**src/rtl/cpu_pkg.sv**
```systemverilog
// Shared encodings for the 5-stage MIPS core: opcodes, functs, hazard FSM
// states, forwarding selects and the decode/scoreboard record types.
package cpu_pkg;

  localparam logic [5:0] OP_RTYPE = 6'd0;
  localparam logic [5:0] OP_LW    = 6'd35;
  localparam logic [5:0] OP_SW    = 6'd43;
  localparam logic [5:0] OP_BEQ   = 6'd4;
  localparam logic [5:0] OP_J     = 6'd2;

  localparam logic [5:0] FN_ADD   = 6'd32;
  localparam logic [5:0] FN_SUB   = 6'd34;
  localparam logic [5:0] FN_SLT   = 6'd42;

  localparam logic [1:0] FWD_REG  = 2'd0;
  localparam logic [1:0] FWD_MEM  = 2'd1;
  localparam logic [1:0] FWD_WB   = 2'd2;
  localparam logic [1:0] FWD_WBYP = 2'd3;

  typedef enum logic [1:0] {
    ST_RUN   = 2'd0,
    ST_STALL = 2'd1,
    ST_FLUSH = 2'd2
  } state_e;

  typedef struct packed {
    logic [4:0] dst;
    logic       ld;
  } sb_ent_t;

  typedef struct packed {
    logic [4:0] src_a;
    logic [4:0] src_b;
    logic       use_a;
    logic       use_b;
    logic [4:0] dst;
    logic       is_ld;
    logic       is_j;
  } dec_t;

endpackage

```
**src/rtl/hz_decode.sv**
```systemverilog
// Decode-stage register usage extraction; register 0 is folded away here so
// later comparisons never see it as a live source.
module hz_decode
  import cpu_pkg::*;
(
  input  logic [31:0] ir_i,
  input  logic        valid_i,
  output dec_t        dec_o
);

  logic [5:0] op, fn;
  logic [4:0] rs, rt, rd;
  logic       unused_shamt;

  assign op           = ir_i[31:26];
  assign rs           = ir_i[25:21];
  assign rt           = ir_i[20:16];
  assign rd           = ir_i[15:11];
  assign fn           = ir_i[5:0];
  assign unused_shamt = ^ir_i[10:6];

  always_comb begin
    dec_o       = '0;
    dec_o.src_a = rs;
    dec_o.src_b = rt;
    if (valid_i) begin
      case (op)
        OP_RTYPE: if (fn == FN_ADD || fn == FN_SUB || fn == FN_SLT) begin
          dec_o.use_a = 1'b1;
          dec_o.use_b = 1'b1;
          dec_o.dst   = rd;
        end
        OP_LW: begin
          dec_o.use_a = 1'b1;
          dec_o.dst   = rt;
          dec_o.is_ld = 1'b1;
        end
        OP_SW, OP_BEQ: begin
          dec_o.use_a = 1'b1;
          dec_o.use_b = 1'b1;
        end
        OP_J:    dec_o.is_j = 1'b1;
        default: ;
      endcase
    end
    if (rs == 5'd0) dec_o.use_a = 1'b0;
    if (rt == 5'd0) dec_o.use_b = 1'b0;
  end

endmodule

```
**src/rtl/hazard_sched.sv**
```systemverilog
// Hazard controller: 3-entry destination scoreboard (EX/MEM/WB), load-use
// stall, branch/jump flush, registered forwarding selects, perf counters.
module hazard_sched
  import cpu_pkg::*;
#(
  parameter int LOAD_LAT  = 1,
  parameter int FLUSH_LEN = 2,
  parameter int CNT_W     = 16
) (
  input  logic             clk,
  input  logic             rst,
  input  logic [31:0]      if_ir,
  input  logic             if_valid,
  input  logic             ex_br_taken,
  output logic             pc_hold,
  output logic             ifid_flush,
  output logic             idex_bubble,
  output logic [1:0]       fwd_a,
  output logic [1:0]       fwd_b,
  output logic [1:0]       state_o,
  output logic [CNT_W-1:0] stall_cnt,
  output logic [CNT_W-1:0] flush_cnt
);

  localparam logic [1:0] LL_M1 = 2'(LOAD_LAT - 1);
  localparam logic [1:0] FL_M1 = 2'(FLUSH_LEN - 1);

  dec_t             dec;
  state_e           state_q, state_d;
  logic [1:0]       cnt_q, cnt_d;
  sb_ent_t          sb1_q, sb2_q, sb3_q, push;
  logic [1:0]       fwd_a_q, fwd_b_q;
  logic [CNT_W-1:0] stall_q, flush_q;
  logic             load_use;

  hz_decode u_dec (
    .ir_i    (if_ir),
    .valid_i (if_valid),
    .dec_o   (dec)
  );

  // Youngest producer wins; sources arrive with register 0 already masked.
  function automatic logic [1:0] fwd_sel(input logic [4:0] src, input logic use_src,
                                         input sb_ent_t s1, input sb_ent_t s2,
                                         input sb_ent_t s3);
    if (!use_src)       return FWD_REG;
    if (s1.dst == src)  return FWD_MEM;
    if (s2.dst == src)  return FWD_WB;
    if (s3.dst == src)  return FWD_WBYP;
    return FWD_REG;
  endfunction

  assign load_use = sb1_q.ld &&
                    ((dec.use_a && dec.src_a == sb1_q.dst) ||
                     (dec.use_b && dec.src_b == sb1_q.dst));

  always_comb begin
    state_d     = state_q;
    cnt_d       = cnt_q;
    pc_hold     = 1'b0;
    ifid_flush  = 1'b0;
    idex_bubble = 1'b0;
    if (ex_br_taken) begin
      ifid_flush  = 1'b1;
      idex_bubble = 1'b1;
      if (FLUSH_LEN > 1) begin
        state_d = ST_FLUSH;
        cnt_d   = FL_M1;
      end else begin
        state_d = ST_RUN;
        cnt_d   = '0;
      end
    end else begin
      case (state_q)
        ST_RUN: begin
          if (load_use) begin
            pc_hold     = 1'b1;
            idex_bubble = 1'b1;
            if (LOAD_LAT > 1) begin
              state_d = ST_STALL;
              cnt_d   = LL_M1;
            end
          end else if (dec.is_j) begin
            ifid_flush = 1'b1;
          end
        end
        ST_STALL: begin
          pc_hold     = 1'b1;
          idex_bubble = 1'b1;
          cnt_d       = cnt_q - 2'd1;
          if (cnt_q == 2'd1) state_d = ST_RUN;
        end
        ST_FLUSH: begin
          ifid_flush  = 1'b1;
          idex_bubble = 1'b1;
          cnt_d       = cnt_q - 2'd1;
          if (cnt_q == 2'd1) state_d = ST_RUN;
        end
        default: begin
          state_d = ST_RUN;
          cnt_d   = '0;
        end
      endcase
    end
  end

  assign push = idex_bubble ? '0 : '{dst: dec.dst, ld: dec.is_ld};

  always_ff @(posedge clk) begin
    if (rst) begin
      state_q <= ST_RUN;
      cnt_q   <= '0;
      sb1_q   <= '0;
      sb2_q   <= '0;
      sb3_q   <= '0;
      fwd_a_q <= FWD_REG;
      fwd_b_q <= FWD_REG;
      stall_q <= '0;
      flush_q <= '0;
    end else begin
      state_q <= state_d;
      cnt_q   <= cnt_d;
      sb1_q   <= push;
      sb2_q   <= sb1_q;
      sb3_q   <= sb2_q;
      fwd_a_q <= idex_bubble ? FWD_REG : fwd_sel(dec.src_a, dec.use_a, sb1_q, sb2_q, sb3_q);
      fwd_b_q <= idex_bubble ? FWD_REG : fwd_sel(dec.src_b, dec.use_b, sb1_q, sb2_q, sb3_q);
      if (pc_hold && stall_q != '1)    stall_q <= stall_q + 1'b1;
      if (ifid_flush && flush_q != '1) flush_q <= flush_q + 1'b1;
    end
  end

  assign fwd_a     = fwd_a_q;
  assign fwd_b     = fwd_b_q;
  assign state_o   = state_q;
  assign stall_cnt = stall_q;
  assign flush_cnt = flush_q;

endmodule

```
**config.mk**
```make
export PLATFORM = sky130hd
export DESIGN_NAME = hazard_sched
export DESIGN_NICKNAME = d
export VERILOG_FILES = /design/src/rtl/cpu_pkg.sv /design/src/rtl/hz_decode.sv /design/src/rtl/hazard_sched.sv
export SDC_FILE = /design/constraint.sdc
export NUM_CORES = 1
export LEC_CHECK = 0
export ABC_CLOCK_PERIOD_IN_PS = 3600
export CAP_MARGIN = 10
export CORE_ASPECT_RATIO = 1.25
export CORE_UTILIZATION = 40
export DETAILED_ROUTE_END_ITERATION = 12
export PLACE_DENSITY_LB_ADDON = 0.05
export SLEW_MARGIN = 25
export SYNTH_ARGS = -nofsm -noshare
export SYNTH_HDL_FRONTEND = slang
export SYNTH_SLANG_ARGS = --single-unit
```
**constraint.sdc**
```tcl
create_clock -name clk -period 3.6 [get_ports clk]
set_input_delay 0.72 -clock clk [delete_from_list [all_inputs] [get_ports clk]]
set_output_delay 0.72 -clock clk [all_outputs]
set_load 0.005 [all_outputs]
```
* After elaboration in Yosys (flattened, before gate mapping) *
Index checks and enable logic that the tools add are counted.
W data, S select, Z words.

word-level totals
  register bits after elaboration = 56
  output and inout port bits = 41
  logic and storage cells = 127
  input port bits = 36

cells by class
  add/sub/neg operators = 3
  eq/ne operators = 23
  muxes and demuxes = 67
  reductions and logical operators = 20
  bitwise operators = 2

operators with widths
  kind                     number
  $eq A5 B5 Y1             8
  $mux W1                  39
  $mux W2                  18
  $add A16 B1 Y16 const B  2
  $ne A16 B16 Y1 const B   2
  $eq A6 B6 Y1 const B     5
  $logic_not A5 Y1         2
  $pmux W1 S2              5
  $pmux W5 S2              1
  $mux W9                  1
  $pmux W2 S2              2
  $reduce_or A2 Y1         4
  $mux W7                  1
  $eq A6 B2 Y1 const B     1
  $eq A6 B3 Y1 const B     1
  $logic_not A6 Y1         1
  $reduce_or A3 Y1         2
  $logic_and A1 B1 Y1      5
  $eq A2 B1 Y1 const B     2
  $reduce_and A2 Y1        2
  $logic_or A1 B1 Y1       3
  $ne A3 B1 Y1 const B     1
  $eq A2 B2 Y1 const B     1
  $logic_not A2 Y1         1
  other kinds (4)          5

* Longest topological paths before layout *
Gate-level depths: netlist of the first run.

  depth in word-level cells = 22
  gate-level depth with buffers = 9
  gate-level depth less buffers = 6

* By module *
Synthesis of the first run repeated with hierarchy kept, for this count alone.

unflattened totals
  cells, all modules = 352
  area, all modules = 3,041.7 µm²

by module, submodules not included
  module        area each (µm²)  instances  cells an instance  sequential area each (µm²)
  hazard_sched  2,785.2          1          314                1,101.1
  hz_decode     256.5            1          38                 0.0

* Worst setup path before layout of the first run *
No wires, ideal clock.

  kind = input-to-output
  start point = in if_ir[17]
  end point = out pc_hold
  arrival = 2,052 ps
  slack = 828 ps
  path buffers = 2
  cell stages on the path = 6
  cells stage by stage = or4_1 > o21a_1 > a32oi_4 > buf_6 > buf_6 > nor4_1

on the way
  word-level cells in the longest chain between the ends = 8
  elaborated cells on any way between the ends = 9

RTL lines
  what                     line                source
  start: declaration       hazard_sched.sv:12  input logic [31:0] if_ir,
  $logic_not A5 Y1         hz_decode.sv:47     if (rt == 5'd0) dec_o.use_b = 1'b0;
  $mux W1                  hz_decode.sv:47
  $logic_and A1 B1 Y1 (*)  hazard_sched.sv:55  (dec.use_b && dec.src_b == sb1_q.dst));
  $logic_or A1 B1 Y1 (*)   hazard_sched.sv:54  ((dec.use_a && dec.src_a == sb1_q.dst) ||
  $logic_and A1 B1 Y1 (*)  hazard_sched.sv:53  assign load_use = sb1_q.ld &&
  $mux W1 (*)              hazard_sched.sv:76  if (load_use) begin
  $pmux W1 S2 (*)          hazard_sched.sv:74  case (state_q)
  $mux W1 (*)              hazard_sched.sv:63  if (ex_br_taken) begin
  end: declaration         hazard_sched.sv:15  output logic pc_hold,

Mark *: on every way between the ends. The rest lies on a longest branch, timed or not.

* Worst setup path after layout of the first run *
  start point = in if_ir[31]
  end point = out ifid_flush

on the way
  word-level cells in the longest chain between the ends = 11
  elaborated cells on any way between the ends = 21

RTL lines
  what                                                            line                                    source
  $eq A6 B6 Y1 or $eq A6 B3 Y1 (tied branches)                    hz_decode.sv:27                         case (op)
  $reduce_or A3 Y1 (no line) or $reduce_or A2 Y1 (tied branches)  --
  $pmux W1 S2                                                     hz_decode.sv:27
  $mux W9 (*)                                                     hz_decode.sv:26                         if (valid_i) begin
  $mux W1, on equally long branches                               hz_decode.sv:46, hz_decode.sv:47
  $logic_and A1 B1 Y1, on equally long branches                   hazard_sched.sv:54, hazard_sched.sv:55
  $logic_or A1 B1 Y1                                              hazard_sched.sv:54
  $logic_and A1 B1 Y1                                             hazard_sched.sv:53
  $mux W1 (*)                                                     hazard_sched.sv:76
  $pmux W1 S2 (*)                                                 hazard_sched.sv:74
  $mux W1 (*)                                                     hazard_sched.sv:63
  end: declaration                                                hazard_sched.sv:16                      output logic ifid_flush,

Marks and branches as above.

==> results.json, run 1 <==
{
  "synth_ff_type": "dfxtp_1",
  "yosys_warnings": 0,
  "rsz0062_at_grt": "no",
  "final_cell_area_um2": 3890,
  "hold_ws_ns": 0.502,
  "cap_violations": 0,
  "ant_nets": 0,
  "slew_headroom": 0.349,
  "worst_pin_slew_ns": 0.975,
  "synth_seq_cells": 55,
  "synth.most_common_cell": "dfxtp_1",
  "grt_usage": 0.198,
  "grt_pass1_vias": 2477,
  "cts_max_level": 2,
  "ir_worst_vdd_mv": 0.169,
  "p_leak_nw": 1.40,
  "die_x_um": 78.1,
  "fill_cells": 682,
  "finalCriticalPeriod_ns": 3.34,
  "clk_latency_ns": 0.30,
  "cts_sinks": 55,
  "port_buffers": 70,
  "ff_latch_area_um2": 1100,
  "hpwl_um": 5190,
  "final-hold-violation-count": 0,
  "p_int_uw": 825,
  "slew_viol_final": 0,
  "clk_pin_slew_ns": 0.10,
  "worstPathMaxFanout": 4,
  "synthTopCellsByArea": "dfxtp_1, xor2_1, xnor2_1",
  "combPwrFrac": 0.126,
  "synthCells": 318,
  "syn_area_per_cell_um2": 9.11,
  "grt_max_degree": 48,
  "fin_tns_setup_ns": 0,
  "critPathMaxStageDelay_ns": 0.59,
  "status": "complete, no violations",
  "ys_seq_area_frac": 0.380,
  "antenna_found_initial": 0,
  "clockBufferDepth": 2,
  "holdPathStages": 2,
  "diodes": 0,
  "startpoint_type": "input port",
  "drt_pass1_iterations": 4,
  "vias_per_cell": 5.26,
  "cts_hold_buf": 0,
  "synth_top_cell_area_share": 0.380,
  "root_buffer": "clkbuf_8",
  "fmax_mhz": 299,
  "fin_crit_sh": 0.929,
  "syn_area_um2": 2900,
  "synth_commonest_cells": "dfxtp_1, nor2_1, xor2_1",
  "placed_cell_area_um2": 3760,
  "synth_nets": 357,
  "multi_input_comb_area_um2": 1700,
  "grt_overflow": 0,
  "setup_viol": 0,
  "crit_arrival_ns": 2.62,
  "fin_skew_ns": 0.00607,
  "switching_share": 0.244,
  "die_area_um2": 7590,
  "initial_core_util": 0.415,
  "num_vias": 2583,
  "synth-async-reset-ratio": 0,
  "routedWlPerCell_um": 14.8,
  "core-area_um2": 6980,
  "crit_chain": "clkdlybuf4s50_1, nor3_1, buf_4, a311oi_1, inv_1, clkdlybuf4s50_1",
  "drt_wl_total_um": 7250,
  "nets": 439,
  "crit_slowest_cell": "a311oi_1",
  "finalPower_mw": 1.09,
  "worstHoldPathType": "reg -> reg",
  "ys_types": 55,
  "layout-drive-gt1-share": 0.117,
  "power_frac_seq": 0.570,
  "synth_edf_count": 0,
  "drc_errors": 0,
  "critPathRequiredTime_ns": 2.88,
  "p_clk_frac": 0.304,
  "post-synth-top-area-cell": "dfxtp_1",
  "worstRegToRegCells": 6,
  "grt_pass1_wl_um": 12100,
  "cpMostUsedCell": "clkdlybuf4s50_1",
  "cts_tree": "built",
  "drt_iter0_drc": 67,
  "synthToLayoutAreaGrowth_pct": 34.3,
  "routabilityCongestion": 0.852,
  "end_kind": "output port",
  "numCtsBuffers": 5,
  "power.density_nw_per_um2": 281,
  "switching_power_uw": 267,
  "path_class": "in -> out",
  "ioPinCount": 77,
  "die_h_um": 97.2,
  "core.rowCount": 34
}
==> power by group through the flow <==
stage | Sequential (mW) | Combinational (mW) | Clock [mW]
2_1_floorplan | 0.634 | 0.0591 | 0
3_3_place_gp | 0.636 | 0.135 | 0
3_5_place_dp | 0.636 | 0.136 | 0
4_1_cts | 0.622 | 0.137 | 0.349
5_1_grt | 0.624 | 0.150 | 0.371
6_report | 0.623 | 0.138 | 0.332
==> cell families after synthesis <==
family,after synthesis,synth area share
AOI/OAI and AO/OA,45,0.123
buffers and inverters,22,0.0436
adders and majority gates,3,0.0130
xor gates and xnor gates,44,0.133
DFF,55,0.380
other,1,0.00129
and+or+nand+nor,142,0.283
muxes,6,0.0237
==> per-stage QoR <==
stage	worst slack (ns)	util	instances
floorplan	0.828	-	318
global placement	-0.0415	0.539	482
detailed placement	0.0183	0.539	482
CTS	0.00123	0.552	490
global route	0.100	0.558	491
finish	0.256	0.558	491
==> registers in the layout, summed over array words and instances (netlist names) <==
register and cells:
sb1_q 6, sb3_q 5, flush_cnt 16, fwd_b 2, cnt_q 2, fwd_a 2
state_o 1, stall_cnt 16, sb2_q 5
==> critical path, delay by kind of cell <==
family | cells | cell delay (ns)
AOI/OAI and AO/OA | 1 | 0.59
buffers and inverters | 4 | 1.23
and+or+nand+nor | 1 | 0.08
==> routing by layer <==
layer | vias up | wire length (µm) | global-route usage | share of wire
met1 | 1218 | 3320 | 0.254 | 0.46
met4 | 0 | 73 | 0.0584 | 0.010
met2 | 47 | 3620 | 0.339 | 0.50
li1 | 1311 | - | - | -
met3 | 7 | 241 | 0.0272 | 0.033
met5 | - | 0 | 0 | 0
==> final cells by class <==
class / count / share of cell area
Timing Repair Buffer: 91 / 0.223
Clock inverter: 2 / 0.00322
Tap cell: 90 / 0.0289
Sequential cell: 55 / 0.283
Multi-Input combinational cell: 241 / 0.438
Clock buffer: 6 / 0.0186
Inverter: 6 / 0.00579
==> timing repair <==
| item | CTS | global route |
|---|---|---|
| setup buffers | 0 | 1 |
| setup endpoints to repair | 1 | 2 |
| resized for setup | 1 | 8 |
| pin swaps | 0 | 1 |
==> final timing paths <==
kind / start / slack, ns / end
max reg2reg: stall_cnt[6] / 1.06 / stall_cnt[7]
max: if_ir[31] / 0.26 / ifid_flush
min reg2reg: stall_cnt[4] / 0.50 / stall_cnt[4]
min: stall_cnt[4] / 0.50 / stall_cnt[4]
==> cells in the final DEF, fill, tap and decap left out, types with 3 or more instances in the layout <==
cell type        synthesis  routed
mux2_1                   3       3
buf_4                    1      21
o31ai_1                  8       8
xor2_1                  26      26
nor4_1                   5       4
ha_1                     3       3
and3_1                   8       8
a21oi_1                 12      12
inv_1                    6       6
nand4_1                 12      12
nor2_1                  31      31
nor4b_2                  2       3
or4_1                   10       8
nor2b_1                 16      16
nand2_1                  7       7
dlymetal6s2s_1           0       3
nor3_1                  12      12
nand3_1                 22      21
clkdlybuf4s50_1          0      67
o21ai_0                  4       4
dfxtp_1                 55      55
clkbuf_8                 0       5
a22oi_1                  5       5
xnor2_1                 18      18
Note: power is estimated with default switching activity, not from simulation.
==> run 2: changes to the inputs <==
ABC_CLOCK_PERIOD_IN_PS = 4100   (was 3600)
clock period = 4.1 ns   (was 3.6 ns; I/O delays follow)
==> run 2 against run 1 <==
  * Critical endpoint is now pc_hold
  * Register-to-register slack gained 0.53 ns
  * Non-clock buffer count fell by 16
  * Largest cell class unchanged
  * Highest routed layer unchanged
  * Setup slack worse by 0.041 ns
==> results.json, run 2 (synthesized netlist as in run 1, its figures left out) <==
{
  "antenna_found_initial": 0,
  "drc_errors": 0,
  "fin_util": 0.537,
  "slew_headroom": 0.355,
  "ff_latch_area_um2": 1100,
  "power_frac_seq": 0.555,
  "placed_cells": 467,
  "path_class": "in -> out",
  "worstHoldPathType": "reg -> reg",
  "status": "complete, no violations",
  "drt_iter0_drc": 69,
  "power.density_nw_per_um2": 262,
  "cts_sinks": 55,
  "clk_pin_slew_ns": 0.09,
  "fmax_mhz": 257,
  "clk_latency_ns": 0.30,
  "ant_nets": 0,
  "p_leak_nw": 1.28,
  "vias_per_cell": 5.29,
  "switching_power_uw": 233,
  "worst_pin_slew_ns": 0.965,
  "drt_pass1_iterations": 4,
  "cts_max_level": 2,
  "layout-drive-gt1-share": 0.0701,
  "fin_crit_sh": 0.948,
  "final_common_cell": "clkdlybuf4s50_1",
  "cts_resized": 0,
  "end_kind": "output port",
  "layout.cells.non_filler": 475,
  "multi_input_comb_area_um2": 1670,
  "regToRegSetupSlack_ns": 1.59,
  "rsz0062_at_grt": "no",
  "fill_cells": 686,
  "final-hold-violation-count": 0,
  "grt_pass1_vias": 2423,
  "cts_tree": "built",
  "finalCriticalPeriod_ns": 3.88,
  "nets": 423,
  "postCtsSetupBuffers": 0,
  "grt_max_degree": 48,
  "routedWlPerCell_um": 14.8,
  "die_x_um": 78.1,
  "crit_arrival_ns": 3.06,
  "grt_pass1_wl_um": 11600,
  "placed_cell_area_um2": 3640,
  "holdPathStages": 2,
  "critPathRequiredTime_ns": 3.28,
  "die_area_um2": 7590,
  "final_cell_mix": "clkdlybuf4s50_1, dfxtp_1, nor2_1, xor2_1, nand3_1",
  "switching_share": 0.237,
  "core-area_um2": 6980,
  "worstPathMaxFanout": 5,
  "fin_tns_setup_ns": 0,
  "cap_violations": 0,
  "fin_skew_ns": 0.00418,
  "grt_usage": 0.190,
  "slew_viol_final": 0,
  "routabilityCongestion": 0.846,
  "core.rowCount": 34,
  "initial_core_util": 0.415,
  "hpwl_um": 5070,
  "grt_overflow": 0,
  "startpoint_type": "input port",
  "combPwrFrac": 0.112,
  "clockBufferDepth": 2,
  "worstRegToRegCells": 6,
  "root_buffer": "clkbuf_8",
  "cts_hold_buf": 0,
  "diodes": 0,
  "p_clk_frac": 0.332,
  "final_cell_area_um2": 3750,
  "ir_worst_vdd_mv": 0.166,
  "setup_viol": 0,
  "p_int_uw": 751,
  "drt_wl_total_um": 7030,
  "num_vias": 2511,
  "ioPinCount": 77,
  "synthToLayoutAreaGrowth_pct": 29.4,
  "die_h_um": 97.2,
  "numCtsBuffers": 5,
  "port_buffers": 70
}
-- run 2: through the flow --
stage	hold slack (ns)	total power, mW	setup slack [ns]
floorplan	0.477	0.609	1.13
global route	0.532	1.03	0.0523
finish	0.503	0.984	0.215
global placement	0.483	0.669	0.220
detailed placement	0.491	0.669	0.235
CTS	0.508	1.00	0.225
-- run 2: worst paths after layout --
| path | startpoint | endpoint |
|---|---|---|
| max | if_ir[17] | pc_hold |
| min | stall_cnt[4] | stall_cnt[4] |
| max reg2reg | stall_cnt[6] | stall_cnt[11] |
| min reg2reg | stall_cnt[4] | stall_cnt[4] |
-- run 2: critical path: stages --
cell	delay [ns]
clkdlybuf4s50_1	0.66
xnor2_1	0.16
nand3_1	0.12
nor3_2	0.26
a32oi_4	0.18
nor4_1	0.29
clkdlybuf4s50_1	0.58
-- run 2: cell type report --
type / count / share of cell area
clock buffer: 7 / 0.0257
clock inverter: 1 / 0.00200
inverter: 6 / 0.00601
multi-input combinational: 241 / 0.446
sequential: 55 / 0.294
tap: 90 / 0.0300
timing repair buffer: 75 / 0.197
-- run 2: metal layers --
layer | global-route usage | wire length (µm) | part of all wire | vias to the layer above
met4 | 0.0513 | 74 | 0.011 | 0
met1 | 0.230 | 3170 | 0.45 | 1180
met2 | 0.340 | 3530 | 0.50 | 45
li1 | - | - | - | 1281
met3 | 0.0338 | 255 | 0.036 | 5
met5 | 0 | 0 | 0 | -
-- run 2: power groups by stage --
stage | registers (mW) | logic (mW) | clock network, mW
after floorplan | 0.557 | 0.0519 | 0
after global placement | 0.559 | 0.110 | 0
after detailed placement | 0.558 | 0.111 | 0
after CTS | 0.546 | 0.112 | 0.344
after global routing | 0.547 | 0.121 | 0.364
final | 0.546 | 0.111 | 0.327
